`src/rtl/xspi_octal_slave_param.sv`:
```
// Octal xSPI slave: command, address, CA CRC-8, then a write or read data phase with its own CRC-8,
// an internal MEM_DEPTH-word memory, and bounded retransmission. Define XSPI_STATUS_CMD_EN to add the 8'h05 status read.
module xspi_octal_slave_param #(
  parameter int          ADDR_BYTES = 6,
  parameter int          DATA_BYTES = 8,
  parameter int          MEM_DEPTH  = 16,
  parameter int          LATENCY    = 6,
  parameter int          MAX_RETRY  = 3,
  parameter logic [7:0]  CMD_READ   = 8'hFF,
  parameter logic [7:0]  CMD_WRITE  = 8'hA5,
  parameter logic [7:0]  CRC_POLY   = 8'h07
) (
  input  logic       clk,
  input  logic       rst,
  input  logic       cs_n,
  input  logic [7:0] io_in,
  output logic [7:0] io_out,
  output logic       io_oe,
  output logic       data_strobe,
  output logic       ready,
  output logic       crc_ca_match,
  output logic       crc_ca_error,
  output logic       crc_data_match,
  output logic       crc_data_error,
  input  logic       crc_ca_error_master,
  input  logic       crc_data_error_master,
  output logic [3:0] retry_cnt,
  output logic       retry_exhausted,
  output logic       cmd_error
);
  localparam int DW = DATA_BYTES * 8;
  localparam int IW = $clog2(MEM_DEPTH);
  localparam logic [7:0] CMD_STATUS = 8'h05;
`ifdef XSPI_STATUS_CMD_EN
  localparam bit STATUS_EN = 1'b1;
`else
  localparam bit STATUS_EN = 1'b0;
`endif

  localparam logic [3:0] S_IDLE     = 4'd0;
  localparam logic [3:0] S_ADDR     = 4'd1;
  localparam logic [3:0] S_CRC_CA   = 4'd2;
  localparam logic [3:0] S_LAT      = 4'd3;
  localparam logic [3:0] S_RD_DATA  = 4'd4;
  localparam logic [3:0] S_RD_CRC   = 4'd5;
  localparam logic [3:0] S_WR_DATA  = 4'd6;
  localparam logic [3:0] S_WR_CRC   = 4'd7;
  localparam logic [3:0] S_DONE     = 4'd8;
  localparam logic [3:0] S_RETRY    = 4'd9;

  function automatic logic [7:0] crc8(input logic [7:0] c, input logic [7:0] d);
    logic [7:0] r;
    r = c ^ d;
    for (int b = 0; b < 8; b++) r = r[7] ? ((r << 1) ^ CRC_POLY) : (r << 1);
    return r;
  endfunction

  logic [3:0]    state;
  logic [4:0]    cnt, rd_last;
  logic [7:0]    cmd, crc_ca, crc_d;
  logic [IW-1:0] idx, idx_nxt;
  logic [DW-1:0] stage, rd_sh;
  logic [DW-1:0] mem [MEM_DEPTH];
  logic [7:0]    rd_byte, status_byte;
  logic [3:0]    last_retry;
  logic          last_ca_err, last_d_err, last_exh, last_cmd_err;
  logic          abort, err, commit, ca_ok, is_read;

  // Only the low index bits of the address are kept; upper bytes shift out.
  always_comb begin
    idx_nxt     = IW'({idx, io_in});
    rd_byte     = rd_sh[DW-1 -: 8];
    status_byte = {last_retry, last_ca_err, last_d_err, last_exh, last_cmd_err};
    abort       = cs_n && (state != S_IDLE) && (state != S_DONE) && (state != S_RETRY);
    err         = crc_ca_error | crc_data_error | crc_ca_error_master | crc_data_error_master;
    ca_ok       = (io_in == crc_ca);
    is_read     = (cmd == CMD_READ) || (STATUS_EN && (cmd == CMD_STATUS));
    commit      = (state == S_WR_CRC) && !cs_n && crc_ca_match && (io_in == crc_d);
  end

  always_ff @(posedge clk) begin
    if (!rst && commit) mem[idx] <= stage;
  end

  always_ff @(posedge clk) begin
    if (rst) begin
      state <= S_IDLE;  cnt <= '0;  rd_last <= '0;  cmd <= '0;
      crc_ca <= '0;  crc_d <= '0;  idx <= '0;  stage <= '0;  rd_sh <= '0;
      io_out <= '0;  io_oe <= 1'b0;  data_strobe <= 1'b0;  ready <= 1'b0;
      crc_ca_match <= 1'b0;  crc_ca_error <= 1'b0;
      crc_data_match <= 1'b0;  crc_data_error <= 1'b0;
      retry_cnt <= '0;  retry_exhausted <= 1'b0;  cmd_error <= 1'b0;
      last_retry <= '0;  last_ca_err <= 1'b0;  last_d_err <= 1'b0;
      last_exh <= 1'b0;  last_cmd_err <= 1'b0;
    end else begin
      ready           <= 1'b0;
      retry_exhausted <= 1'b0;
      if (abort) begin
        state <= S_IDLE;  io_oe <= 1'b0;  data_strobe <= 1'b0;  io_out <= '0;
        retry_cnt <= '0;  crc_d <= '0;  cnt <= '0;
      end else begin
        case (state)
          S_IDLE, S_RETRY: if (!cs_n) begin
            cmd <= io_in;  crc_ca <= crc8(8'h00, io_in);  crc_d <= '0;  cnt <= '0;
            crc_ca_match <= 1'b0;  crc_ca_error <= 1'b0;
            crc_data_match <= 1'b0;  crc_data_error <= 1'b0;  cmd_error <= 1'b0;
            state <= S_ADDR;
          end
          S_ADDR: begin
            idx    <= idx_nxt;
            crc_ca <= crc8(crc_ca, io_in);
            cnt    <= cnt + 5'd1;
            if (cnt == 5'(ADDR_BYTES - 1)) begin
              cnt   <= '0;
              state <= S_CRC_CA;
            end
          end
          S_CRC_CA: begin
            crc_ca_match <= ca_ok;
            crc_ca_error <= !ca_ok;
            rd_sh        <= mem[idx];
            rd_last      <= 5'(DATA_BYTES - 1);
            if (STATUS_EN && (cmd == CMD_STATUS)) begin
              rd_sh   <= DW'(status_byte) << (DW - 8);
              rd_last <= '0;
            end
            // Writes run the data phase even on a CA mismatch to keep the bus aligned.
            if (cmd == CMD_WRITE)    state <= S_WR_DATA;
            else if (is_read)        state <= ca_ok ? S_LAT : S_DONE;
            else begin
              cmd_error <= 1'b1;
              state     <= S_DONE;
            end
          end
          S_LAT: begin
            cnt <= cnt + 5'd1;
            if (cnt == 5'(LATENCY - 1)) begin
              cnt   <= '0;
              state <= S_RD_DATA;
            end
          end
          S_RD_DATA: begin
            io_oe       <= 1'b1;
            data_strobe <= 1'b1;
            io_out      <= rd_byte;
            crc_d       <= crc8(crc_d, rd_byte);
            rd_sh       <= rd_sh << 8;
            cnt         <= cnt + 5'd1;
            if (cnt == rd_last) begin
              cnt   <= '0;
              state <= S_RD_CRC;
            end
          end
          S_RD_CRC: begin
            io_out      <= crc_d;
            data_strobe <= 1'b1;
            state       <= S_DONE;
          end
          S_WR_DATA: begin
            stage <= DW'({stage, io_in});
            crc_d <= crc8(crc_d, io_in);
            cnt   <= cnt + 5'd1;
            if (cnt == 5'(DATA_BYTES - 1)) begin
              cnt   <= '0;
              state <= S_WR_CRC;
            end
          end
          S_WR_CRC: begin
            crc_data_match <= (io_in == crc_d);
            crc_data_error <= (io_in != crc_d);
            state          <= S_DONE;
          end
          S_DONE: begin
            io_oe <= 1'b0;  data_strobe <= 1'b0;  io_out <= '0;
            if (err && (retry_cnt < 4'(MAX_RETRY))) begin
              retry_cnt <= retry_cnt + 4'd1;
              crc_ca <= '0;  crc_d <= '0;
              crc_ca_match <= 1'b0;  crc_ca_error <= 1'b0;
              crc_data_match <= 1'b0;  crc_data_error <= 1'b0;
              state <= S_RETRY;
            end else begin
              ready           <= 1'b1;
              retry_exhausted <= err;
              last_retry      <= retry_cnt;
              last_ca_err     <= crc_ca_error;
              last_d_err      <= crc_data_error;
              last_exh        <= err;
              last_cmd_err    <= cmd_error;
              retry_cnt       <= '0;
              state           <= S_IDLE;
            end
          end
          default: state <= S_IDLE;
        endcase
      end
    end
  end
endmodule

```
`config.mk`:
```
export PLATFORM = sky130hd
export DESIGN_NAME = xspi_octal_slave_param
export DESIGN_NICKNAME = d
export VERILOG_FILES = /design/src/rtl/xspi_octal_slave_param.sv
export SDC_FILE = /design/constraint.sdc
export NUM_CORES = 1
export LEC_CHECK = 0
export ABC_CLOCK_PERIOD_IN_PS = 11360
export CORE_UTILIZATION = 52
export DETAILED_ROUTE_END_ITERATION = 10
export GPL_TIMING_DRIVEN = 0
export PLACE_DENSITY = 0.68
export SYNTH_ARGS = -nofsm -noshare
export SYNTH_HDL_FRONTEND = slang
export SYNTH_SLANG_ARGS = --single-unit
export TNS_END_PERCENT = 50
```
`constraint.sdc`:
```
create_clock -name clk -period 11.36 [get_ports clk]
set_input_delay 2.272 -clock clk [delete_from_list [all_inputs] [get_ports clk]]
set_output_delay 2.272 -clock clk [all_outputs]
set_load 0.02 [all_outputs]
```
==> run_summary.xml <==
<?xml version="1.0" encoding="UTF-8"?>
<metrics>
  <group name="worst_setup_path">
    <metric name="setup.worst_path.start_class" unit="">input port</metric>
    <metric name="worst_setup_path_end_kind" unit="">register</metric>
    <metric name="crit_path_max_incr_delay" unit="ns">0.59</metric>
    <metric name="worstPathCellList" unit="">clkbuf_1 -&gt; xnor2_1 -&gt; ha_1 -&gt; nand3_1 -&gt; nor3_1 -&gt; nand4_1 -&gt; or3_1 -&gt; nor3_2 -&gt; buf_6 -&gt; buf_8 -&gt; buf_6 -&gt; buf_8 -&gt; buf_6</metric>
    <metric name="worst_ep_required_time" unit="ns">11.73</metric>
    <metric name="critical-path-top-cell-by-count" unit="">buf_6</metric>
    <metric name="crit_type" unit="">in -&gt; reg</metric>
    <metric name="path_delay_family" unit="">simple AND/OR/NAND/NOR gates</metric>
    <metric name="crit_path_top_delay_cell" unit="">nor3_2</metric>
    <metric name="critPathBufInv" unit="">6</metric>
    <metric name="cp_data_arrival_time" unit="ns">6.06</metric>
    <metric name="path_max_fanout" unit="">9</metric>
  </group>
  <group name="clock_tree">
    <metric name="buffer_levels_on_the_longest_clock_path" unit="">3</metric>
    <metric name="cts_buffers" unit="">117</metric>
    <metric name="worst_skew_pair.late_latency" unit="ns">0.70</metric>
    <metric name="tritoncts" unit="">built</metric>
    <metric name="htreeDepth" unit="">3</metric>
    <metric name="post_cts_hold_fix_bufs" unit="">0</metric>
    <metric name="cts.sinks" unit="">1215</metric>
    <metric name="worst_setup_hold_path_clk_slew" unit="ns">0.07</metric>
    <metric name="postCtsSetupRepairBufs" unit="">0</metric>
    <metric name="post_cts.resized_instances" unit="">0</metric>
    <metric name="root_buffer" unit="">clkbuf_16</metric>
  </group>
  <group name="timing">
    <metric name="min_period_over_period" unit="">0.501</metric>
    <metric name="max_slew.worst_pin.slew" unit="ns">1.34</metric>
    <metric name="fin_ws" unit="ns">5.67</metric>
    <metric name="worst_slew_margin" unit="">0.106</metric>
    <metric name="finalHoldWorstSlack" unit="ns">0.476</metric>
    <metric name="achievable-frequency" unit="GHz">0.176</metric>
    <metric name="timing.final.crit_period" unit="ns">5.69</metric>
    <metric name="setup_repair_after_global_routing_missed_its_margin" unit="">false</metric>
    <metric name="clock-skew-final" unit="ns">0.0422</metric>
    <metric name="setup_violations" unit="">0</metric>
    <metric name="final-max-slew-violation-count" unit="">0</metric>
    <metric name="timing.final.hold_violations" unit="">0</metric>
  </group>
  <group name="floorplanning">
    <metric name="cell_rows" unit="">109</metric>
    <metric name="die_area" unit="µm²">91200</metric>
    <metric name="die_h" unit="µm">302</metric>
    <metric name="core_area" unit="µm²">88800</metric>
    <metric name="x_dimension_of_the_die" unit="µm">302</metric>
    <metric name="boundaryPins" unit="">34</metric>
    <metric name="initial_core_util" unit="">0.527</metric>
  </group>
  <group name="yosys">
    <metric name="mappedNetlistNets" unit="">2593</metric>
    <metric name="synth_top_cells_by_area" unit="">edfxtp_1 (66%), mux4_2 (13%), dfxtp_1 (8.2%), a22oi_1 (1.9%), a21oi_1 (1.6%)</metric>
    <metric name="synthDominantAreaCellType" unit="">edfxtp_1</metric>
    <metric name="async_reset_ff_frac" unit="">0</metric>
    <metric name="ys_dominant_reg_cell" unit="">edfxtp_1</metric>
    <metric name="yosys.area.top_type_share" unit="">0.657</metric>
    <metric name="postSynthAreaPerCell" unit="µm²">18.2</metric>
    <metric name="yosys_warn_count" unit="">0</metric>
    <metric name="yosysMostFrequentCell" unit="">edfxtp_1</metric>
    <metric name="synthesis.instances" unit="">2571</metric>
    <metric name="synth-edff-count" unit="">1024</metric>
    <metric name="synth_cell_types" unit="">72</metric>
    <metric name="yosys_register_bits" unit="">1215</metric>
    <metric name="post_synth_instance_area" unit="µm²">46800</metric>
    <metric name="synth.cells.most_frequent" unit="">edfxtp_1 (1024), mux4_2 (264), dfxtp_1 (191), nand2_1 (159), a21oi_1 (146)</metric>
    <metric name="seq_total_area_yosys" unit="">0.739</metric>
  </group>
  <group name="drt">
    <metric name="postRouteAntennaNets" unit="">0</metric>
    <metric name="detail_route.iter0.violations" unit="">3427</metric>
    <metric name="wl_per_cell" unit="µm">29.0</metric>
    <metric name="routed_wirelength" unit="mm">117</metric>
    <metric name="via_count" unit="">25700</metric>
    <metric name="vias_per_cell" unit="">6.36</metric>
    <metric name="drc_errors" unit="">10</metric>
    <metric name="drt_first_pass_iters" unit="">8</metric>
  </group>
  <group name="placed_design">
    <metric name="detailedPlace.worstSlack" unit="ns">5.06</metric>
    <metric name="place_hpwl" unit="mm">74.8</metric>
    <metric name="place.gp.congestion" unit="">0.888</metric>
    <metric name="numPortBuffers" unit="">23</metric>
    <metric name="place_inst" unit="">3823</metric>
  </group>
  <group name="hold_path">
    <metric name="worstHoldPathType" unit="">reg -&gt; reg</metric>
  </group>
  <group name="global_route">
    <metric name="overflow" unit="">0</metric>
    <metric name="grt.total_usage" unit="">0.261</metric>
    <metric name="grt_pass1_vias" unit="">25800</metric>
    <metric name="first_pass_grt_wire_length" unit="mm">172</metric>
    <metric name="grt_max_degree" unit="">26</metric>
    <metric name="antenna_found_initial" unit="">0</metric>
  </group>
  <group name="outcome">
    <metric name="violations_in_the_final_reports" unit="">design-rule violations</metric>
    <metric name="outcome" unit="">finished, violations left</metric>
  </group>
  <group name="final_layout">
    <metric name="nets" unit="">2800</metric>
    <metric name="finalCoreUtilization" unit="">0.603</metric>
    <metric name="post_route_cells_drive_above_1_share" unit="">0.207</metric>
    <metric name="fillers" unit="">6255</metric>
    <metric name="fin_cells" unit="">4048</metric>
    <metric name="syn_to_final_growth" unit="%">14.4</metric>
  </group>
  <group name="power_and_ir_drop">
    <metric name="peakVddDrop" unit="mV">0.134</metric>
    <metric name="p_leak" unit="nW">17.6</metric>
    <metric name="power.density" unit="nW/µm²">195</metric>
  </group>
  <group name="job">
    <metric name="max_cap_viols" unit="">0</metric>
  </group>
</metrics>
==> worst min-delay path, cell delays in order (launching register included) <==
cell and delay, ns:
dfxtp_1 0.32, nand2_1 0.06, a21oi_1 0.05
==> cells by family after synthesis <==
kind of cell | share of synthesized area
xor gates and xnor gates | 0.0150
muxes | 0.130
buffers and inverters | 0.0164
adders and majority gates | 0.00241
AOI/OAI and AO/OA | 0.0558
DFF | 0.739
and+or+nand+nor | 0.0414
==> state kept, by name, summed over array words and instances, names as in the netlist, 4 cells and up, named ones only <==
register,count
io_out,8
stage,64
rd_sh,64
retry_cnt,4
cnt,5
crc_d,8
crc_ca,8
cmd,8
mem,1024
state,4
idx,4
==> where the power goes <==
group,internal [mW],switching (mW)
sequential,4.85,0.0810
combinational,0.648,0.985
clock,2.22,1.66
total,7.71,2.72
==> cell usage in the layout (no fill, tap or decap), drive strengths merged, types with 3 or more instances in the layout <==
master / Yosys / routed
nand4: 4 / 4
o211ai: 3 / 3
a211oi: 62 / 62
nor3: 73 / 73
bufinv: 0 / 8
a22oi: 118 / 118
clkbuf: 115 / 281
nand2b: 7 / 7
and3: 4 / 4
mux2i: 14 / 14
nor2: 120 / 120
or4: 4 / 4
o21bai: 3 / 3
buf: 58 / 123
a32o: 8 / 8
clkinv: 0 / 44
a211o: 5 / 5
a31oi: 3 / 3
edfxtp: 1024 / 1024
a21oi: 147 / 147
xor2: 19 / 19
o21ai: 7 / 7
dfxtp: 191 / 191
a311oi: 12 / 12
nor4b: 3 / 3
or3: 8 / 8
and2: 4 / 4
mux4: 264 / 264
xnor3: 4 / 4
ha: 9 / 9
nand3: 19 / 19
nand2: 159 / 159
nor2b: 3 / 3
inv: 8 / 11
clkdlybuf4s50: 0 / 23
nor4: 6 / 6
xnor2: 48 / 48
==> final cells by class <==
type / count / area, µm² / area share
flip-flops and latches: 1215 / 34600 / 0.646
multi-input cells: 1175 / 11600 / 0.216
clock buffers: 166 / 3320 / 0.0619
well taps: 1165 / 1460 / 0.0272
repair buffers: 88 / 1280 / 0.0239
plain buffers: 173 / 738 / 0.0138
clock inverters: 57 / 552 / 0.0103
inverters: 8 / 30.0 / 0.000561
diodes: 1 / 2.50 / 0.0000467
==> per-stage QoR <==
step	instance area (µm²)	TNS, ns	power [mW]
floorplan	46800	0	6.13
detailed placement	49700	0	6.64
finish	53500	0	10.4
global placement	48500	-786.03	6.59
global route	53500	0	10.7
CTS	53500	0	10.5
==> path summary, 6_finish.rpt <==
path | slack (ns) | to | depth (start not counted) | from
worst min-delay path | 0.48 | crc_ca[7] | 2 | crc_ca[7]
worst max register to register | 7.23 | mem[0][33] | 12 | state[1]
worst max-delay path | 5.67 | mem[0][33] | 13 | io_in[7]
worst min register to register | 0.48 | crc_ca[7] | 2 | crc_ca[7]
==> metal layers <==
metal	global-route usage	up-vias	part of all wire
met3	0.0449	224	0.089
li1	-	10800	-
met1	0.363	13400	0.39
met2	0.424	1313	0.49
met5	0	-	0
met4	0.0801	0	0.032
No activity file was read; power rests on OpenSTA's default activity.
